$ cat src/rtl/muldiv_seq.sv
// Sequential HI/LO multiply/divide unit with pipeline interlock.
// Ports: clk, rst_n, valid/opcode/funct/rs_val/rt_val/flush in; stall, busy, result, result_valid, hi, lo, div_by_zero out.
module muldiv_seq #(
  parameter int WIDTH = 32
) (
  input  logic             clk,
  input  logic             rst_n,
  input  logic             valid,
  input  logic [5:0]       opcode,
  input  logic [5:0]       funct,
  input  logic [WIDTH-1:0] rs_val,
  input  logic [WIDTH-1:0] rt_val,
  input  logic             flush,
  output logic             stall,
  output logic             busy,
  output logic [WIDTH-1:0] result,
  output logic             result_valid,
  output logic [WIDTH-1:0] hi,
  output logic [WIDTH-1:0] lo,
  output logic             div_by_zero
);

  localparam logic [5:0] RTYPE   = 6'h00;
  localparam logic [5:0] F_MFHI  = 6'h10;
  localparam logic [5:0] F_MTHI  = 6'h11;
  localparam logic [5:0] F_MFLO  = 6'h12;
  localparam logic [5:0] F_MTLO  = 6'h13;
  localparam logic [5:0] F_MULT  = 6'h18;
  localparam logic [5:0] F_MULTU = 6'h19;
  localparam logic [5:0] F_DIV   = 6'h1A;
  localparam logic [5:0] F_DIVU  = 6'h1B;
  localparam int CW = $clog2(WIDTH);

  typedef enum logic [1:0] {IDLE, MUL, DIV, DONE} state_t;

  state_t           state;
  logic [CW-1:0]    cnt;
  logic [WIDTH-1:0] m;
  logic [2*WIDTH-1:0] acc;
  logic             neg_q;
  logic             neg_r;
  logic             is_div;
  logic             dz;

  logic is_mf, is_mt, is_md, hiop, accept;
  logic sgn, rs_neg, rt_neg;
  logic [WIDTH-1:0] rs_mag, rt_mag;

  assign is_mf  = (funct == F_MFHI) | (funct == F_MFLO);
  assign is_mt  = (funct == F_MTHI) | (funct == F_MTLO);
  assign is_md  = (funct == F_MULT) | (funct == F_MULTU)
                | (funct == F_DIV)  | (funct == F_DIVU);
  assign hiop   = valid & (opcode == RTYPE) & (is_mf | is_mt | is_md);
  assign busy   = (state != IDLE);
  assign stall  = hiop & busy;
  assign accept = hiop & ~busy & ~flush;

  assign result_valid = hiop & is_mf & ~stall;
  assign result = !result_valid ? '0 :
                  (funct == F_MFLO) ? lo : hi;

  // funct[0] clear marks the signed variants
  assign sgn    = ~funct[0];
  assign rs_neg = sgn & rs_val[WIDTH-1];
  assign rt_neg = sgn & rt_val[WIDTH-1];
  assign rs_mag = rs_neg ? -rs_val : rs_val;
  assign rt_mag = rt_neg ? -rt_val : rt_val;

  // shift-add: acc = {partial product, remaining multiplier bits}
  logic [WIDTH:0]       mul_sum;
  logic [2*WIDTH-1:0]   mul_next;
  assign mul_sum  = {1'b0, acc[2*WIDTH-1:WIDTH]}
                  + (acc[0] ? {1'b0, m} : '0);
  assign mul_next = {mul_sum, acc[WIDTH-1:1]};

  // restoring divide: acc = {remainder, dividend/quotient}
  // remainder < divisor keeps the trial difference within WIDTH+1 bits
  logic [WIDTH:0]       div_sh, div_diff;
  logic [WIDTH-1:0]     div_rem;
  logic                 div_ge;
  logic [2*WIDTH-1:0]   div_next;
  assign div_sh   = acc[2*WIDTH-1:WIDTH-1];
  assign div_diff = div_sh - {1'b0, m};
  assign div_ge   = ~div_diff[WIDTH];
  assign div_rem  = div_ge ? div_diff[WIDTH-1:0] : div_sh[WIDTH-1:0];
  assign div_next = {div_rem, acc[WIDTH-2:0], div_ge};

  logic [2*WIDTH-1:0] prod;
  logic [WIDTH-1:0]   quo, rem;
  assign prod = neg_q ? -acc : acc;
  assign quo  = neg_q ? -acc[WIDTH-1:0] : acc[WIDTH-1:0];
  assign rem  = neg_r ? -acc[2*WIDTH-1:WIDTH] : acc[2*WIDTH-1:WIDTH];

  always_ff @(posedge clk or negedge rst_n) begin
    if (!rst_n) begin
      state       <= IDLE;
      cnt         <= '0;
      hi          <= '0;
      lo          <= '0;
      m           <= '0;
      acc         <= '0;
      neg_q       <= 1'b0;
      neg_r       <= 1'b0;
      is_div      <= 1'b0;
      dz          <= 1'b0;
      div_by_zero <= 1'b0;
    end else begin
      div_by_zero <= 1'b0;
      if (flush) begin
        state <= IDLE;
        cnt   <= '0;
      end else begin
        unique case (state)
          IDLE: begin
            if (accept && funct == F_MTHI) hi <= rs_val;
            if (accept && funct == F_MTLO) lo <= rs_val;
            if (accept && is_md) begin
              cnt    <= '0;
              is_div <= funct[1];
              neg_q  <= rs_neg ^ rt_neg;
              neg_r  <= rs_neg;
              if (funct[1]) begin
                // zero divisor keeps the raw dividend so it lands in HI
                dz    <= (rt_val == '0);
                m     <= rt_mag;
                acc   <= {{WIDTH{1'b0}},
                          (rt_val == '0) ? rs_val : rs_mag};
                state <= DIV;
              end else begin
                dz    <= 1'b0;
                m     <= rs_mag;
                acc   <= {{WIDTH{1'b0}}, rt_mag};
                state <= MUL;
              end
            end
          end
          MUL, DIV: begin
            acc <= (state == MUL) ? mul_next : div_next;
            if (cnt == CW'(WIDTH - 1)) begin
              state       <= DONE;
              div_by_zero <= is_div & dz;
            end else begin
              cnt <= cnt + 1'b1;
            end
          end
          DONE: begin
            state <= IDLE;
            cnt   <= '0;
            if (!is_div) begin
              hi <= prod[2*WIDTH-1:WIDTH];
              lo <= prod[WIDTH-1:0];
            end else if (dz) begin
              hi <= acc[2*WIDTH-1:WIDTH];
              lo <= '1;
            end else begin
              hi <= rem;
              lo <= quo;
            end
          end
          default: state <= IDLE;
        endcase
      end
    end
  end

endmodule

$ cat config.mk
export PLATFORM = sky130hd
export DESIGN_NAME = muldiv_seq
export DESIGN_NICKNAME = d
export VERILOG_FILES = /design/src/rtl/muldiv_seq.sv
export SDC_FILE = /design/constraint.sdc
export NUM_CORES = 1
export LEC_CHECK = 0
export CORE_MARGIN = 1
export CORE_UTILIZATION = 54
export CTS_BUF_LIST = sky130_fd_sc_hd__clkbuf_4
export CTS_CLUSTER_SIZE = 30
export DETAILED_ROUTE_END_ITERATION = 10
export HOLD_SLACK_MARGIN = 0.05
export PLACE_DENSITY_LB_ADDON = 0.2
export SLEW_MARGIN = 15
export SYNTH_ARGS = -nofsm -noshare
export SYNTH_HDL_FRONTEND = slang
export SYNTH_SLANG_ARGS = --single-unit
export TNS_END_PERCENT = 1
$ cat constraint.sdc
create_clock -name clk -period 3.4 [get_ports clk]
set_clock_uncertainty 0.15 [all_clocks]
set_input_delay 0.51 -clock clk [delete_from_list [all_inputs] [get_ports clk]]
set_output_delay 0.51 -clock clk [all_outputs]
set_load 0.01 [all_outputs]
Word-level counts from Yosys, hierarchy flattened --
Index checks and enable logic that the tools add are counted.
Cells by class: reductions and logical operators 16, equality and inequality tests 18, bitwise gates (word level) 23, $add $sub $neg 8, multiplexer cells 36
Operators with widths (count):
- $mux W32 | 17
- $mux W64 | 3
- $neg A32 Y32 | 4
- $pmux W32 S2 | 2
- $pmux W64 S2 | 1
- $neg A64 Y64 | 1
- $eq A6 B5 Y1 const B | 8
- $add A32 B32 Y33 | 1
- $sub A33 B32 Y33 | 1
- $logic_not A32 Y1 | 1
- $mux W5 | 3
- $pmux W5 S3 | 1
- $reduce_and A3 Y1 | 4
- $and A1 B1 Y1 | 10
- $ne A3 B3 Y1 const B | 3
- $mux W2 | 4
- $or A1 B1 Y1 | 7
- $logic_not A6 Y1 | 1
- $ne A2 B2 Y1 const B | 3
- $pmux W2 S3 | 1
- $reduce_bool A2 Y1 | 3
- $add A5 B1 Y5 const B | 1
- $eq A5 B5 Y1 const B | 1
- $not A1 Y1 | 5
- 8 further kinds | 15
Word-level totals: output and inout port bits 100, register bits after elaboration 172

Depth between registers and ports, before layout --
depth after elaboration 12, gate-level depth with buffers 16

Least setup slack after synthesis --
OpenSTA, ideal clock, no wires.
path type flip-flop to flip-flop, start register acc[0], end register acc[62], setup slack -0.072 ns, buffers on the path 2, clock period less this slack 3.472 ns, setup time 0.122 ns, data required time 3.128 ns, cell stages (with the launch flop) 15, arrival time 3.200 ns, path through dfrtp_1 > clkbuf_1 > inv_1 > clkbuf_1 > nor2_1 > ha_1 > a2111o_1 > o2111ai_1 > a31oi_1 > a31oi_1 > o21ai_0 > a21o_1 > nand4b_1 > o311ai_0 > a32o_1
On the way: word-level cells in the longest chain between the ends 4
RTL lines:
- start: declaration | RTL line 39 | logic [2*WIDTH-1:0] acc;
- start signal: assignment | RTL line 126 | acc <= {{WIDTH{1'b0}},
- start signal: assignment | RTL line 132 | acc <= {{WIDTH{1'b0}}, rt_mag};
- start signal: assignment | RTL line 138 | acc <= (state == MUL) ? mul_next : div_next;
- $mux W32 | RTL line 73 | + (acc[0] ? {1'b0, m} : '0);
- $add A32 B32 Y33 | RTL line 73
- $mux W64 | RTL line 138
- $pmux W64 S2 | RTL line 113 | unique case (state)
Every way passes these cells. A chain may end at the register's enable or synchronous reset.

Worst setup path in the final report --
start register acc[31], end register acc[52]
On the way: word-level cells in the longest chain between the ends 4
RTL lines:
- $sub A33 B32 Y33 | RTL line 83 | assign div_diff = div_sh - {1'b0, m};
- $mux W32 | RTL line 85 | assign div_rem = div_ge ? div_diff[WIDTH-1:0] : div_sh[WIDTH-1:0];
- $mux W64 | RTL line 138
- $pmux W64 S2 | RTL line 113
Every way passes these cells.

==> results.md <==
* Outcome: finished with violations
* Failing checks: negative setup slack
* Die area at 0.0302 sq mm
* Layout area overhead at 31.2%
* CP cell instances: inv_2 > ha_4 > fa_2 > nand2b_4 > a21oi_4 > o41ai_4 > a21oi_1 > buf_4 > o31a_1 > nand4b_1 > nand3_4 > buf_12 > buf_4 > mux2i_1 > o221ai_1
* CP required at 3.75 ns
* PnR worst setup slack at -0.0675 ns
* Seq/Total Area, Yosys at between 20% and 30%
* Core area at roughly 0.029 sq mm
* Starting density of the core at about 55%
* Num CTS Buffers at 17
* First-pass GRT wire length at ~95 mm
* Synthesis Warnings at 0
* Clk slew on worst S/H paths at about 0.19 ns
* DP Cell Count at 2,850
* GRT Util Overall at roughly 40%
* CTS sink cnt at about 170
* Setup Viol. Count Final at 15
* Cell mode on critical path: buf_4
* Crit Path Category: register to register
* CTS Buffer Depth at 2
* Count leader, synth: nand2_1
* Worst Path Max Fanout at 7
* Cell count after synthesis at 2,129
* #FFs+latches synth at about 170
* Mapped cell area at 0.0159 sq mm
* Pre-CTS setup slack at -0.214 ns
* CP arrival at 3.82 ns
* GRT overflow at 0
* # nets final at 2,652
* Final setup TNS at -0.588 ns
* Maxcap violations at 0
* Initial antenna violation count at 1
* Share of the synthesized area in the top cell type at between 20% and 30%
* CTS H-Tree Depth at 4
* Drt initial violations at about 2,200
* Largest net degree at the start of global routing at between 70 and 80
* Syn Area/Cell at ~7.5 sq um
* Share of post-route cells with drive strength above 1 at ~18%
* Total length of routed met3 wires at 7.48 mm
* Unrepaired setup endpoints after global routing: yes
* Levels on crit path at 15
* Root buffer cell: clkbuf_4
* Die Span X at between 150 and 200 um
* Worst path slowest cell: dfrtp_1
* DR vias at around 18,000
* Port-buffer cells at between 150 and 200
* CP bufs+invs at 4
* CTS tree: built
* Crit path from: acc[31]
* Pre-Repair DR Iteration Count at 6
* Vias in the first global route at approximately 16,000
* Final period util at 102%
* Family with the most delay on the worst path: compound AO/OA/AOI/OAI gates
* Vias/cell at between 6 and 7
* Minimum clock period at about 3.5 ns
* Max Fclk at around 290 MHz
* Max VDD drop at roughly 0.00048 V
* Die height at around 170 um
* Worst Setup End Kind: register
* Fin cells at ~2,900
* Async SR Flop Fraction at between 90% and 100%
* Pwr Total at between 10,000 and 15,000 uW
* Synth Net Count at 2,285
* Post-synth EDFFs at 0
* Cells taking the most area after synthesis: dfrtp_1 (27%), o21ai_0 (7.9%), nand2_1 (7.0%)
* Routability cong. at 1.03
* Row cnt at 62
* R2r startpoint: acc[31]
* Post-synth top cells: nand2_1 (296), o21ai_0 (251), a21oi_1 (194), nor2_1 (177), dfrtp_1 (172)
* Worst slew pin tran at 0.738 ns
* Final core occ at 72.3%
* Met2 WL post-DR at 26.5 mm
* Worst r2r path cells at 15
* Post-synth cell types at approximately 80
* Top Metal Used: met4
* # DRC at 0
* CP max stage delay at 0.43 ns
* Crit start category: register
* Hold Fails Final Rpt at 0
* Rel. slew slack at 50.8%
* WL/cell at 21.9 um
* Area leader, netlist: dfrtp_1
* Max-slew violation count at 0
* Total Wirelength at roughly 63 mm
* HP Class: input pin to async pin
* Lkg Pwr at between 0.009 and 0.01 uW
* DRT antenna net count at 0
* PwrDens at approximately 630 mW/mm^2
* Top_reg_cell synth: dfrtp_1
* Clk_lat worst skew at 0.65 ns
* Detailed placement HPWL at around 50 mm
* I/O pins at 180
* M1 WL at 26.9 mm
## cell families after synthesis
| kind of cell | count (synthesis) | synth area share, % |
|---|---|---|
| xor gates and xnor gates | 186 | 10.2 |
| and+or+nand+nor | 712 | 20.5 |
| buffers and inverters | 211 | 5.13 |
| AOI/OAI and AO/OA | 688 | 25.6 |
| DFF | 172 | 27.1 |
| muxes | 84 | 5.38 |
| adders and majority gates | 76 | 6.07 |
## path summary, 6_finish.rpt
kind / endpoint / slack [ns]
worst max-delay path: acc[52] / -0.07
worst max register to register: acc[52] / -0.07
worst min register to register: m[14] / 0.36
min in group clk: acc[4] / 0.33
max in group asynchronous: m[14] / 1.96
worst min-delay path: hi[0] / 0.29
## metal layers
| layer | up-vias | GRT usage (%) |
|---|---|---|
| met5 | - | 0 |
| met4 | 0 | 16.4 |
| met3 | 132 | 8.22 |
| met2 | 1095 | 59.4 |
| met1 | 8534 | 59.3 |
| li1 | 8310 | - |
## layout make-up
class,instances,area (sq um)
sequential,172,4310
inverter,67,251
tap,384,480
clock inverter,15,171
multi-input combinational,1746,11200
timing repair buffer,492,4380
fill,2427,7980
antenna,1,2.50
clock buffer,17,128
## where the power goes
part           leakage [uW]  total [uW]  internal [uW]  switching, uW
combinational       0.00686        8400           3820           4570
sequential          0.00222        3460           2680            781
clock              0.000151        1300            344            959
total               0.00923       13200           6840           6310
## registers in the layout, indices dropped and copies added, names as in the netlist
| register | count |
|---|---|
| lo | 32 |
| cnt | 5 |
| acc | 64 |
| neg_q | 1 |
| dz | 1 |
| neg_r | 1 |
| state | 2 |
| div_by_zero | 1 |
| m | 32 |
| hi | 32 |
| is_div | 1 |
## repair_timing
action	4_1_cts	5_1_grt
hold buffers	1	0
gates cloned	0	2
pin swaps	2	22
endpoints found under the setup margin	63	69
setup buffers	3	5
gates resized for setup	19	92
hold endpoints to repair	64	0
## cells in the final DEF, fill, tap and decap left out, types with 9 or more instances in the layout
cell type        synthesis  final
a31oi_1                 16     15
buf_12                   0     13
a21o_1                  35     35
nor2b_1                 13     12
dfrtp_1                172    171
o21ai_0                251    228
o22ai_1                 38     37
nand2b_1                25     21
and3_1                  11     11
a211oi_1                21     17
dlymetal6s2s_1           0      9
or4_1                   10     10
a21oi_1                194    185
clkdlybuf4s50_1          0    167
mux2i_1                 72     70
o31ai_1                 26     25
ha_1                    74     69
clkbuf_4                 0     17
a22oi_1                 17     16
xor2_1                  74     74
inv_1                   66     61
nor3_1                  50     47
nand2_1                296    295
o21a_1                  14     14
nand3_1                 31     27
nor4_1                  15     15
mux2_2                  11     11
or3_1                   31     31
nand4_1                  9      9
nor2_1                 177    174
buf_4                    3    293
o21ai_1                  2     21
xnor2_1                112    112
## per-stage QoR
| step | hold slack [ns] | cell area (sq um) |
|---|---|---|
| after floorplan | 0.0644 | 15900 |
| after global placement | 0.319 | 20100 |
| after detailed placement | 0.322 | 20100 |
| after CTS | 0.253 | 20500 |
| after global routing | 0.304 | 20900 |
| final | 0.286 | 20900 |
No activity file was read; power rests on OpenSTA's default activity.
